$ cat config.mk
export PLATFORM = sky130hd
export DESIGN_NAME = ram_port_arbiter
export DESIGN_NICKNAME = d
export VERILOG_FILES = /design/src/rtl/ram_port_arbiter_pkg.sv /design/src/rtl/ram_port_grant_sel.sv /design/src/rtl/ram_port_arbiter.sv
export SDC_FILE = /design/constraint.sdc
export NUM_CORES = 1
export LEC_CHECK = 0
export BUFFER_PORTS_ARGS = -buffer_cell sky130_fd_sc_hd__buf_4
export CORE_AREA = 2 2 246 248
export CTS_BUF_LIST = sky130_fd_sc_hd__clkbuf_8
export CTS_CLUSTER_SIZE = 20
export DETAILED_ROUTE_END_ITERATION = 8
export DIE_AREA = 0 0 248 250
export HOLD_SLACK_MARGIN = 0.12
export SLEW_MARGIN = 15
export SYNTH_ARGS = -nofsm -noshare
export SYNTH_HDL_FRONTEND = slang
export SYNTH_SLANG_ARGS = --single-unit
export TNS_END_PERCENT = 20
$ cat constraint.sdc
create_clock -name clock -period 4.8 [get_ports clock]
set_input_delay 0 -clock clock [delete_from_list [all_inputs] [get_ports clock]]
set_output_delay 0 -clock clock [all_outputs]
set_load 0.005 [all_outputs]
$ cat src/rtl/ram_port_arbiter_pkg.sv
// ram_port_arbiter_pkg
//   Shared types and constants for the RAM port arbiter.
//   - state_t    : burst sequencer states
//   - req_id_t   : requester id (REQ_FETCH / REQ_SREAD / REQ_SWRITE)
//   - line_t     : 256-bit line viewed as 16 words, element [15] = bits [255:240]
//   - clamp_words: limits a requested word count to MAX_WORDS
package ram_port_arbiter_pkg;

  localparam int WORD_W    = 16;
  localparam int LINE_W    = 256;
  localparam int MAX_WORDS = 16;

  typedef enum logic [2:0] {
    IDLE,
    RD,
    RD_TAIL,
    WR,
    DONE
  } state_t;

  typedef logic [1:0] req_id_t;

  localparam req_id_t REQ_FETCH  = 2'd0;
  localparam req_id_t REQ_SREAD  = 2'd1;
  localparam req_id_t REQ_SWRITE = 2'd2;

  typedef logic [MAX_WORDS-1:0][WORD_W-1:0] line_t;

  function automatic logic [4:0] clamp_words(input logic [4:0] words);
    return (words > 5'(MAX_WORDS)) ? 5'(MAX_WORDS) : words;
  endfunction

endpackage

$ cat src/rtl/ram_port_grant_sel.sv
// ram_port_grant_sel
//   Combinational grant selection between the three requesters.
//   Macro RAM_PORT_ARBITER_RR_EN:
//     defined   - round robin; the last granted requester is lowest priority
//                 (last_grant = REQ_FETCH gives swrite > sread > fetch)
//     undefined - fixed priority swrite > sread > fetch; last_grant ignored
//   Ports:
//     fetch_start, sread_start, swrite_start : request levels
//     last_grant : id of the most recently granted requester
//     grant      : one-hot grant, bit index = requester id ('0 when none)
module ram_port_grant_sel
  import ram_port_arbiter_pkg::*;
(
  input  logic    fetch_start,
  input  logic    sread_start,
  input  logic    swrite_start,
  input  req_id_t last_grant,
  output logic [2:0] grant
);

  logic [2:0] req;
  assign req = {swrite_start, sread_start, fetch_start};

`ifdef RAM_PORT_ARBITER_RR_EN
  // Priority walks downward from the id just below last_grant, wrapping.
  always_comb begin
    grant = '0;
    case (last_grant)
      REQ_SREAD: begin
        if      (req[REQ_FETCH])  grant[REQ_FETCH]  = 1'b1;
        else if (req[REQ_SWRITE]) grant[REQ_SWRITE] = 1'b1;
        else if (req[REQ_SREAD])  grant[REQ_SREAD]  = 1'b1;
      end
      REQ_SWRITE: begin
        if      (req[REQ_SREAD])  grant[REQ_SREAD]  = 1'b1;
        else if (req[REQ_FETCH])  grant[REQ_FETCH]  = 1'b1;
        else if (req[REQ_SWRITE]) grant[REQ_SWRITE] = 1'b1;
      end
      default: begin
        if      (req[REQ_SWRITE]) grant[REQ_SWRITE] = 1'b1;
        else if (req[REQ_SREAD])  grant[REQ_SREAD]  = 1'b1;
        else if (req[REQ_FETCH])  grant[REQ_FETCH]  = 1'b1;
      end
    endcase
  end
`else
  logic unused_last_grant;
  assign unused_last_grant = ^last_grant;

  always_comb begin
    grant = '0;
    if      (req[REQ_SWRITE]) grant[REQ_SWRITE] = 1'b1;
    else if (req[REQ_SREAD])  grant[REQ_SREAD]  = 1'b1;
    else if (req[REQ_FETCH])  grant[REQ_FETCH]  = 1'b1;
  end
`endif

endmodule

$ cat src/rtl/ram_port_arbiter.sv
// ram_port_arbiter
//   Shares one single-port 16-bit RAM between instruction fetch, stack read
//   and stack write. Each grant runs a burst of 0..16 words; reads are packed
//   MSB-first into rdata, writes are unpacked MSB-first from swrite_data.
//   Optional macro RAM_PORT_ARBITER_RR_EN selects round-robin grant priority
//   (see ram_port_grant_sel); default is fixed swrite > sread > fetch.
//   Ports:
//     clock, reset                  : rising-edge clock, sync active-high reset
//     <req>_start/_address/_words   : request level, base word address, count
//     <req>_done                    : held while the granted start stays high
//     swrite_data                   : write source, word i at [255-16i -: 16]
//     rdata                         : read result, word i at [255-16i -: 16]
//     mem_addr/re/we/wdata, mem_rdata : RAM port, read data 1 cycle after re
//     busy                          : high whenever not IDLE
module ram_port_arbiter
  import ram_port_arbiter_pkg::*;
#(
  parameter int ADDR_W = 16
) (
  input  logic              clock,
  input  logic              reset,
  input  logic              fetch_start,
  input  logic [ADDR_W-1:0] fetch_address,
  input  logic [4:0]        fetch_words,
  output logic              fetch_done,
  input  logic              sread_start,
  input  logic [ADDR_W-1:0] sread_address,
  input  logic [4:0]        sread_words,
  output logic              sread_done,
  input  logic              swrite_start,
  input  logic [ADDR_W-1:0] swrite_address,
  input  logic [4:0]        swrite_words,
  input  logic [LINE_W-1:0] swrite_data,
  output logic              swrite_done,
  output logic [LINE_W-1:0] rdata,
  output logic [ADDR_W-1:0] mem_addr,
  output logic              mem_re,
  output logic              mem_we,
  output logic [WORD_W-1:0] mem_wdata,
  input  logic [WORD_W-1:0] mem_rdata,
  output logic              busy
);

  state_t            state_q, state_d;
  req_id_t           grant_id_q, last_grant_q;
  logic [ADDR_W-1:0] base_q;
  logic [4:0]        count_q;
  logic [4:0]        idx_q;
  logic              rd_valid_q;
  logic [3:0]        rd_slot_q;
  line_t             rd_words_q;
  line_t             src_line;

  logic [2:0]        grant;
  req_id_t           sel_id;
  logic [ADDR_W-1:0] sel_addr;
  logic [4:0]        sel_count;
  logic              granted_start;
  logic              last_word;

  ram_port_grant_sel u_grant_sel (
    .fetch_start  (fetch_start),
    .sread_start  (sread_start),
    .swrite_start (swrite_start),
    .last_grant   (last_grant_q),
    .grant        (grant)
  );

  assign src_line = swrite_data;
  assign rdata    = rd_words_q;

  always_comb begin
    sel_id    = REQ_FETCH;
    sel_addr  = fetch_address;
    sel_count = clamp_words(fetch_words);
    if (grant[REQ_SWRITE]) begin
      sel_id    = REQ_SWRITE;
      sel_addr  = swrite_address;
      sel_count = clamp_words(swrite_words);
    end else if (grant[REQ_SREAD]) begin
      sel_id    = REQ_SREAD;
      sel_addr  = sread_address;
      sel_count = clamp_words(sread_words);
    end
  end

  always_comb begin
    case (grant_id_q)
      REQ_SREAD:  granted_start = sread_start;
      REQ_SWRITE: granted_start = swrite_start;
      default:    granted_start = fetch_start;
    endcase
  end

  assign last_word = (idx_q == count_q - 5'd1);

  always_comb begin
    state_d = state_q;
    case (state_q)
      IDLE: begin
        if (|grant) begin
          if (sel_count == 5'd0)        state_d = DONE;
          else if (sel_id == REQ_SWRITE) state_d = WR;
          else                           state_d = RD;
        end
      end
      RD:      if (last_word) state_d = RD_TAIL;
      RD_TAIL: state_d = DONE;
      WR:      if (last_word) state_d = DONE;
      DONE:    if (!granted_start) state_d = IDLE;
      default: state_d = IDLE;
    endcase
  end

  always_comb begin
    mem_re      = 1'b0;
    mem_we      = 1'b0;
    mem_addr    = '0;
    mem_wdata   = '0;
    busy        = (state_q != IDLE);
    fetch_done  = 1'b0;
    sread_done  = 1'b0;
    swrite_done = 1'b0;
    case (state_q)
      RD: begin
        mem_re   = 1'b1;
        mem_addr = base_q + {{(ADDR_W-5){1'b0}}, idx_q};
      end
      WR: begin
        mem_we    = 1'b1;
        mem_addr  = base_q + {{(ADDR_W-5){1'b0}}, idx_q};
        mem_wdata = src_line[~idx_q[3:0]];
      end
      DONE: begin
        fetch_done  = (grant_id_q == REQ_FETCH);
        sread_done  = (grant_id_q == REQ_SREAD);
        swrite_done = (grant_id_q == REQ_SWRITE);
      end
      default: ;
    endcase
  end

  // Read data lags its strobe by one cycle, so the word index travels with a
  // valid flag and is captured one edge later; RD_TAIL exists only to let the
  // final word land before DONE.
  always_ff @(posedge clock) begin
    if (reset) begin
      state_q      <= IDLE;
      grant_id_q   <= REQ_FETCH;
      last_grant_q <= REQ_FETCH;
      base_q       <= '0;
      count_q      <= '0;
      idx_q        <= '0;
      rd_valid_q   <= 1'b0;
      rd_slot_q    <= '0;
      rd_words_q   <= '0;
    end else begin
      state_q    <= state_d;
      rd_valid_q <= (state_q == RD);
      rd_slot_q  <= idx_q[3:0];
      if (rd_valid_q) rd_words_q[~rd_slot_q] <= mem_rdata;
      case (state_q)
        IDLE: begin
          if (|grant) begin
            grant_id_q   <= sel_id;
            last_grant_q <= sel_id;
            base_q       <= sel_addr;
            count_q      <= sel_count;
            idx_q        <= '0;
            if (sel_id != REQ_SWRITE) rd_words_q <= '0;
          end
        end
        RD, WR:  idx_q <= idx_q + 5'd1;
        default: ;
      endcase
    end
  end

endmodule

-- Word-level counts from Yosys, hierarchy flattened
Cells that the tools add are included.
- register bits: 292
- input bits: 340
- output and inout bits: 294
- logic and storage cells: 98
- $add $sub $neg: 3
- magnitude comparators: 6
- equal/unequal tests: 13
- multiplexer cells: 40
- bitwise operators: 2
- reduce and logical (&&, ||, !) cells: 11
- operator list (cell ; count):
    256-bit 2-to-1 mux ; 4
    256-bit bitwise mux ; 1
    16-bit 2-to-1 mux ; 6
    16-bit binary-select mux with 4-bit select ; 1
    16-bit demux with 4-bit select ; 1
    5-bit 2-to-1 mux ; 6
    16-bit by 5-bit adder with 16-bit output ; 1
    5-bit greater-than comparator, second input constant ; 3
    3-bit 2-to-1 mux ; 5
    3-bit one-hot mux with 5 select lines ; 1
    4-bit by 5-bit less-than comparator with 1-bit output, second input constant ; 2
    1-bit 2-to-1 mux ; 10
    2-bit != test, second input constant ; 5
    5-bit one-hot mux with 2 select lines ; 1
    4-bit inverter ; 2
    3-bit by 2-bit == test with 1-bit output, second input constant ; 2
    2-bit 2-to-1 mux ; 3
    5-bit by 1-bit adder with 5-bit output, second input constant ; 1
    5-bit == test ; 1
    5-bit zero test ; 1
    5-bit by 1-bit subtractor with 5-bit output, second input constant ; 1
    2-bit == test, second input constant ; 2
    4-bit by 1-bit >= comparator with 1-bit output, second input constant ; 1
    2-bit AND reduction ; 2
    12 further kinds ; 12

-- Depth between registers and ports, before layout
Gate-level depths: netlist of the first run.
- depth in word-level cells: 10
- mapped depth: 11
- gate-level depth less buffers: 9

-- Cells and area by module
From an unflattened synthesis of the first run, not the netlist that was laid out.
- cells, all modules: 1631
- area, all modules: 13511.7 sq um
- modules (own cells, without submodules) (module ; times used ; cells each ; area each (sq um) ; sequential area each (sq um)):
    ram_port_arbiter ; 1 ; 1628 ; 13485.4 ; 5845.6
    ram_port_grant_sel ; 1 ; 3 ; 26.3 ; 0.0

-- Worst setup path after synthesis of the first run
OpenSTA, ideal clock, no wires.
- path kind: register to output
- start: register idx_q[1]
- end: output port mem_addr[10]
- arrival: 2.368 ns
- data required time: 4.800 ns
- setup slack: 2.432 ns
- stages on the path, launching flop included: 12
- path buffers: 3
- path through: dfxtp_1 clkbuf_1 buf_4 buf_4 inv_1 fa_1 nor2b_1 o21ai_0 a21boi_0 o2111ai_1 xor2_1 nor2_1
- longest elaborated chain between the ends: 2
- RTL lines (what ; RTL line ; source):
    from (decl) ; ram_port_arbiter.sv:48 ; logic [4:0] idx_q;
    from (signal assigned) ; ram_port_arbiter.sv:173 ; RD, WR: idx_q <= idx_q + 5'd1;
    16-bit by 5-bit adder with 16-bit output ; ram_port_arbiter.sv:127, ram_port_arbiter.sv:131 ;
    16-bit 2-to-1 mux ; n/a ;
    to (decl) ; ram_port_arbiter.sv:36 ; output logic [ADDR_W-1:0] mem_addr,
Every way passes these cells.

-- Worst setup path after layout of the first run
- start: register idx_q[0]
- end: output port mem_addr[10]
The elaborated chain is that of the path after synthesis.

==> results of run 1 <==
## state kept, by name, indices dropped and copies added (netlist names)
name        count
base_q         16
rd_valid_q      1
state_q         3
grant_id_q      2
rdata         256
rd_slot_q       4
idx_q           5
count_q         5
## area by class of cell
class / count / area (sq um)
diodes: 26 / 65.1
clock inverters: 27 / 174
inverters: 13 / 48.8
flip-flops and latches: 292 / 5850
fillers: 6181 / 38600
repair buffers: 752 / 5940
multi-input cells: 1174 / 6980
clock buffers: 67 / 922
well taps: 782 / 978
## tightest hold or removal path, stage by stage
cell       delay (ps)
buf_4              80
nor2b_1            90
nor2_1            250
o2111ai_1         160
a31oi_1           140
## power groups by stage
stage	registers, mW	logic [mW]	clock network [mW]
4_1_cts	2.68	2.01	2.49
5_1_grt	2.70	2.17	2.59
2_1_floorplan	2.64	1.19	0
6_report	2.68	2.01	2.41
3_3_place_gp	2.72	1.80	0
3_5_place_dp	2.74	1.83	0
## path summary, 6_finish.rpt
path | end | slack, ps | cells past startpoint
setup / recovery | mem_addr[10] | 1330 | 10
hold reg to reg | rdata[255] | 450 | 2
setup reg to reg | rdata[112] | 1870 | 5
hold / removal | state_q[1] | 170 | 5
## per-stage QoR
step	cell area [sq um]	std cells	hold slack [ps]
6_report	21000	3133	174
5_1_grt	21000	3130	196
4_1_cts	20900	3107	123
3_5_place_dp	18700	2909	385
3_3_place_gp	18700	2909	376
2_1_floorplan	13400	1614	260
## logic make-up after synthesis
group,after synthesis
AOI/OAI and AO/OA,337
buffers and inverters,148
muxes,97
xor gates and xnor gates,17
DFF,292
and+or+nand+nor,712
adders and majority gates,11
## routing by layer
| metal | GRT usage, % | part of all wire, % | vias up |
|---|---|---|---|
| met5 | 0 | 0 | - |
| met3 | 5.85 | 7.8 | 170 |
| li1 | - | - | 6820 |
| met2 | 39.0 | 50 | 760 |
| met4 | 15.7 | 6.6 | 0 |
| met1 | 24.2 | 36 | 7067 |
## layout by cell type, fill, tap and decap left out, drive strengths merged, types with 6 or more instances in the layout
cell type	netlist	routed
mux2i	16	16
nor2b	26	26
nand3	9	9
nor3	14	14
nor2	49	49
clkbuf	81	67
nand2	585	585
buf	54	648
mux4	80	80
inv	13	31
diode	0	26
and3	7	7
ha	10	10
dfxtp	292	292
o21ai	27	27
xor2	9	9
dlygate4sd3	0	104
a21oi	282	282
xnor2	8	8
clkinv	0	6
==> Flow_metrics.wiki, run 1 <==
{| class="wikitable"
! Metric !! Value
|-
| Critical Path Slowest Stage Cell || dfxtp_4
|-
| Overall global routing resource usage || 22.7%
|-
| Type of the worst min-delay path || input port to flip-flop
|-
| Cell breakdown of the critical path || ha_1, inv_1, fa_1, nor2b_1, o21ai_0, a21boi_0, o2111ai_1, xor2_1, nor2_1, buf_4
|-
| Classification of the worst setup path || flip-flop to output port
|-
| Via count of the routed design || 14,800
|-
| Final net count || 2,635
|-
| Total power consumption of the routed design || 7.11 mW
|-
| Deepest level of the CTS H-tree || 2
|-
| Global-route wire length before repair || 101,000 microns
|-
| Fraction of synthesized cell area in xor and xnor cells || 1.11%
|-
| Biggest fanout along the worst timing path || 26
|-
| Req. time, crit path || 4800 ps
|-
| Synthesized netlist net count || 1,965
|-
| Maximum clock skew at final layout || 19.4 ps
|-
| Startpoint of the worst setup timing path || idx_q[0]
|-
| Number of synthesis warnings || 0
|-
| Pin slew with the least headroom to its limit || 968 ps
|-
| Final Hold Violating Endpoints || 0
|-
| Clock-pin slew on the worst setup and hold paths || 60 ps
|-
| Width of the die || 248 microns
|-
| EDFF count, synth || 0
|-
| Clock tree buffer depth || 3
|-
| Area enclosed by the die boundary || 62,000 sq um
|-
| Clock network fraction of total power || 33.9%
|-
| Post-DP HPWL || 56,200 microns
|-
| Cell leakage power || 8.30 nW
|-
| Min cycle time layout || 3470 ps
|-
| Area fraction in compound gates after synthesis || 13.2%
|-
| Top post-synthesis cells by count || 585 x nand2_1, 292 x dfxtp_1, 282 x a21oi_1, 81 x clkbuf_1, 80 x mux4_2
|-
| First-pass DRT Iterations || 5
|-
| Per-instance average area after synthesis || 8.31 sq um
|-
| Insertion delay to the later sink of the worst-skew pair || 600 ps
|-
| Count of buffers inserted at the top-level ports || 633
|-
| Leading cell types by total area after synthesis || dfxtp_1 44%, nand2_1 16%, mux4_2 13%
|-
| Max-slew violation count || 0
|-
| Final-layout setup total negative slack || 0 ps
|-
| Smallest setup slack after layout || 1330 ps
|-
| Post-synthesis cell type count || 48
|-
| Starting density of the core || 22.5%
|-
| Setup-violating endpoint count in the final report || 0
|-
| Sinks on Clock Net || 292
|-
| Dominant combinational cell family by area after synthesis || simple AND/OR/NAND/NOR gates
|-
| Maximum number of pins on one net before global-route repair || 117
|-
| Endpoint type of the worst setup path || output port
|-
| Power per cell area || 339 nW/um^2
|-
| Number of hold-repair buffers added at the cts stage || 104
|-
| Max-cap violation count || 0
|-
| Proportion of synthesized area in mux cells || 14.7%
|-
| Sw power || 2.23 mW
|-
| Share of synthesized area occupied by flip-flops and latches || 43.6%
|-
| Core Footprint || 59,600 sq um
|-
| Height of the die || 250 microns
|-
| Internal Power || 4.87 mW
|-
| Async set or reset register ratio after synthesis || 0%
|-
| RSZ-0062 raised after global routing || no
|-
| Buffer and inverter count on the worst path || 2
|-
| Worst-case headroom to the max-slew limit || 35.4%
|-
| Number of setup buffers added after CTS || 0
|-
| Post-synth top area share || 43.6%
|-
| DRC errors left || 0
|-
| Adder-cell share of the synthesized area || 1.08%
|-
| Worst ir drop on vdd || 0.238 mV
|-
| Final standard cell utilization of the core || 35.2%
|-
| Gpl congestion || 0.969
|-
| Simple-gate area share of the yosys netlist || 21.5%
|-
| Dominant synthesized flop cell || dfxtp_1
|-
| Leading cell type by number of instances after synthesis || nand2_1
|-
| Post-synthesis to final-layout area growth || 56.4%
|-
| Gr ovfl total || 0
|-
| Final period utilization || 72.2%
|-
| TritonCTS clock tree || yes
|-
| Detailed-route vias per instance || 4.73
|-
| Total detailed-routing wirelength || 73,600 microns
|-
| Wire per inst || 23.5 microns
|-
| Ports || 634
|-
| Critical Path Source Type || flip-flop
|-
| Worst reg2reg path startpoint || state_q[2]
|-
| Number of clock buffers inserted by TritonCTS || 51
|-
| Logic gate share of total power || 28.3%
|-
| FF+latch count, synth || 292
|-
| Source of the worst hold timing path || swrite_words[4]
|-
| Number of DRC markers in iteration 0 || 827
|-
| Number of gates resized after CTS || 0
|-
| Largest stage delay, worst path || 660 ps
|-
| Share of layout cells above drive strength 1 || 35.5%
|-
| Result of the run || complete, no violations
|-
| Net Sw Frac || 31.4%
|-
| Post-DRT Antenna Nets || 0
|-
| Clock tree root buffer cell || clkbuf_8
|-
| Worst-case setup slack after placement || 1890 ps
|-
| Cell count after synthesis || 1,614
|-
| Initial antenna violation count || 33
|-
| Via count of the first global-routing pass || 14,500
|-
| Synth area leader || dfxtp_1
|-
| Register share of total power || 37.8%
|-
| Number of rows created at floorplan || 90
|-
| WP data arrival || 3470 ps
|-
| Cell type group with the largest total delay on the critical path || compound AO/OA/AOI/OAI gates
|-
| Netlist area before placement || 13,400 sq um
|-
| Peak clock frequency supported by timing || 288 MHz
|}
Note: power is estimated with default switching activity, not from simulation.
==> run 2, diff against run 1 <==
--- a/config.mk
+++ b/config.mk
@@ -6,11 +6,11 @@
 export NUM_CORES = 1
 export LEC_CHECK = 0
 export BUFFER_PORTS_ARGS = -buffer_cell sky130_fd_sc_hd__buf_4
-export CORE_AREA = 2 2 246 248
+export CORE_AREA = 2 2 245 247
 export CTS_BUF_LIST = sky130_fd_sc_hd__clkbuf_8
 export CTS_CLUSTER_SIZE = 20
 export DETAILED_ROUTE_END_ITERATION = 8
-export DIE_AREA = 0 0 248 250
+export DIE_AREA = 0 0 247 249
 export HOLD_SLACK_MARGIN = 0.12
 export SLEW_MARGIN = 15
 export SYNTH_ARGS = -nofsm -noshare
==> constraint.sdc (replaced) <==
create_clock -name clock -period 3.1 [get_ports clock]
set_input_delay 0 -clock clock [delete_from_list [all_inputs] [get_ports clock]]
set_output_delay 0 -clock clock [all_outputs]
set_load 0.005 [all_outputs]
==> run 2 against run 1 <==
Net effect:
- cell count fell by 0.51%
- die area shrank 0.80%
- worst hold slack better by 15 ps
- cell area is 0.49% lower
- largest cell class unchanged
- sequential cell count did not move
==> Flow_metrics.wiki, run 2 (synthesis results as in run 1) <==
{| class="wikitable"
! Metric !! Value
|-
| Overall global routing resource usage || 23.4%
|-
| Classification of the worst setup path || flip-flop to output port
|-
| Crit Reg-Reg Endpoint || base_q[8]
|-
| Number of clock buffers inserted by TritonCTS || 51
|-
| Largest register FFs || 256
|-
| Max-cap violation count || 0
|-
| Post-DRT Antenna Nets || 0
|-
| Final net count || 2,631
|-
| Height of the die || 249 microns
|-
| Ports || 634
|-
| Minimum setup slack among reg-to-reg paths || 450 ps
|-
| Detailed-route vias per instance || 4.74
|-
| Maximum number of pins on one net before global-route repair || 153
|-
| Global-route wire length before repair || 103,000 microns
|-
| Worst reg2reg path startpoint || state_q[2]
|-
| Maximum clock skew at final layout || 18.9 ps
|-
| Via count of the first global-routing pass || 14,500
|-
| Max-slew violation count || 0
|-
| Endpoint type of the worst setup path || output port
|-
| Result of the run || complete, no violations
|-
| Number of rows created at floorplan || 89
|-
| Gr ovfl total || 0
|-
| Biggest fanout along the worst timing path || 61
|-
| Type of the worst min-delay path || input port to flip-flop
|-
| Final Hold Violating Endpoints || 0
|-
| Wire per inst || 24.1 microns
|-
| Clock tree root buffer cell || clkbuf_8
|-
| Final period utilization || 93.4%
|-
| Worst r2r path cells || 7
|-
| Req. time, crit path || 3100 ps
|-
| Core Footprint || 58,700 sq um
|-
| Post-route cell area || 20,900 sq um
|-
| Insertion delay to the later sink of the worst-skew pair || 600 ps
|-
| Source of the worst hold timing path || swrite_words[4]
|-
| TritonCTS clock tree || yes
|-
| Min cycle time layout || 2890 ps
|-
| Critical Path Source Type || flip-flop
|-
| Width of the die || 247 microns
|-
| Total detailed-routing wirelength || 75,100 microns
|-
| Sinks on Clock Net || 292
|-
| Post-synthesis to final-layout area growth || 55.6%
|-
| DRC errors left || 0
|-
| Final-layout setup total negative slack || 0 ps
|-
| Setup-violating endpoint count in the final report || 0
|-
| Area enclosed by the die boundary || 61,500 sq um
|-
| Cell leakage power || 8.30 nW
|-
| WP data arrival || 2890 ps
|-
| First-pass DRT Iterations || 5
|-
| Worst hold path endpoint || state_q[1]
|-
| Share of layout cells above drive strength 1 || 35.9%
|-
| Cell area reported after detailed placement || 18,800 sq um
|-
| Initial antenna violation count || 41
|-
| Number of DRC markers in iteration 0 || 960
|-
| Gpl congestion || 1.12
|-
| Peak clock frequency supported by timing || 345 MHz
|-
| Clock tree buffer depth || 3
|-
| Post-DP HPWL || 58,400 microns
|-
| Commonest cells after routing, fill and taps aside || 658 x buf_4, 585 x nand2_1, 289 x dfxtp_1, 282 x a21oi_1, 86 x dlygate4sd3_1
|-
| Worst ir drop on vdd || 0.291 mV
|-
| Worst-case headroom to the max-slew limit || 34.8%
|-
| Pin slew with the least headroom to its limit || 975 ps
|-
| Clock-pin slew on the worst setup and hold paths || 60 ps
|-
| Count of buffers inserted at the top-level ports || 633
|-
| Deepest level of the CTS H-tree || 2
|-
| Via count of the routed design || 14,800
|-
| RSZ-0062 raised after global routing || no
|-
| Starting density of the core || 22.8%
|-
| Commonest non-fill, non-tap cell in the layout || buf_4
|-
| Number of cells traversed by the worst hold path || 5
|-
| Power per cell area || 521 nW/um^2
|}
[run 2: changes by cell type in the layout (fill, tap and decap cells not counted), sizes merged]
cell	before	now
inv	31	29
buf	648	662
bufinv	2	3
clkinv	6	5
clkbuf	67	65
dlygate4sd3	104	86
clkinvlp	1	2
[run 2: worst max path at each step]
| stage | startpoint | endpoint |
|---|---|---|
| 3_5_place_dp | idx_q[0] | mem_addr[10] |
| 4_1_cts | idx_q[0] | mem_wdata[0] |
| 2_1_floorplan | idx_q[1] | mem_addr[10] |
| 6_report | idx_q[0] | mem_wdata[0] |
| 3_3_place_gp | idx_q[0] | mem_addr[12] |
| 5_1_grt | idx_q[1] | mem_addr[13] |
[run 2: where the power goes]
group | total [mW] | internal, mW | leakage (nW) | switching (mW)
Sequential | 4.10 | 3.91 | 2.36 | 0.192
Clock | 3.78 | 2.13 | 0.614 | 1.64
Combinational | 3.00 | 1.46 | 5.33 | 1.54
Total | 10.9 | 7.50 | 8.30 | 3.38
[run 2: routing by layer]
layer	vias up	global-route usage [%]	share of wire, %
li1	6804	-	-
met2	798	41.1	49
met5	-	0	0
met1	6970	24.1	35
met3	205	6.40	8.0
met4	0	15.6	7.3
[run 2: what timing repair did]
item                                    4_1_cts  5_1_grt
endpoints found under the setup margin        5        7
resized for setup                             1        1
hold buffers                                 86        0
pin swaps                                     0        1
setup buffers                                 0        4
hold endpoints to repair                    291        0
[run 2: layout make-up]
class | count | area, sq um
inverters | 13 | 48.8
diodes | 26 | 65.1
fillers | 6073 | 37800
multi-input cells | 1174 | 6950
clock inverters | 26 | 199
repair buffers | 748 | 5880
clock buffers | 65 | 895
flip-flops and latches | 292 | 5850
well taps | 773 | 967
[run 2: critical path: stages, from the launching register on]
cell	delay (ps)
dfxtp_4	400
buf_12	370
mux4_2	580
mux4_2	530
nor2b_1	160
buf_4	150
[run 2: per-stage QoR]
stage	instances	util (%)	total power, mW	hold WS (ps)	worst slack (ps)
2_1_floorplan	1614	-	5.93	260	732
3_5_place_dp	2910	32.1	6.99	377	638
5_1_grt	3109	35.5	11.4	197	39.5
4_1_cts	3087	35.4	11.0	133	68.4
3_3_place_gp	2910	32.1	6.91	367	645
6_report	3117	35.6	10.9	189	205
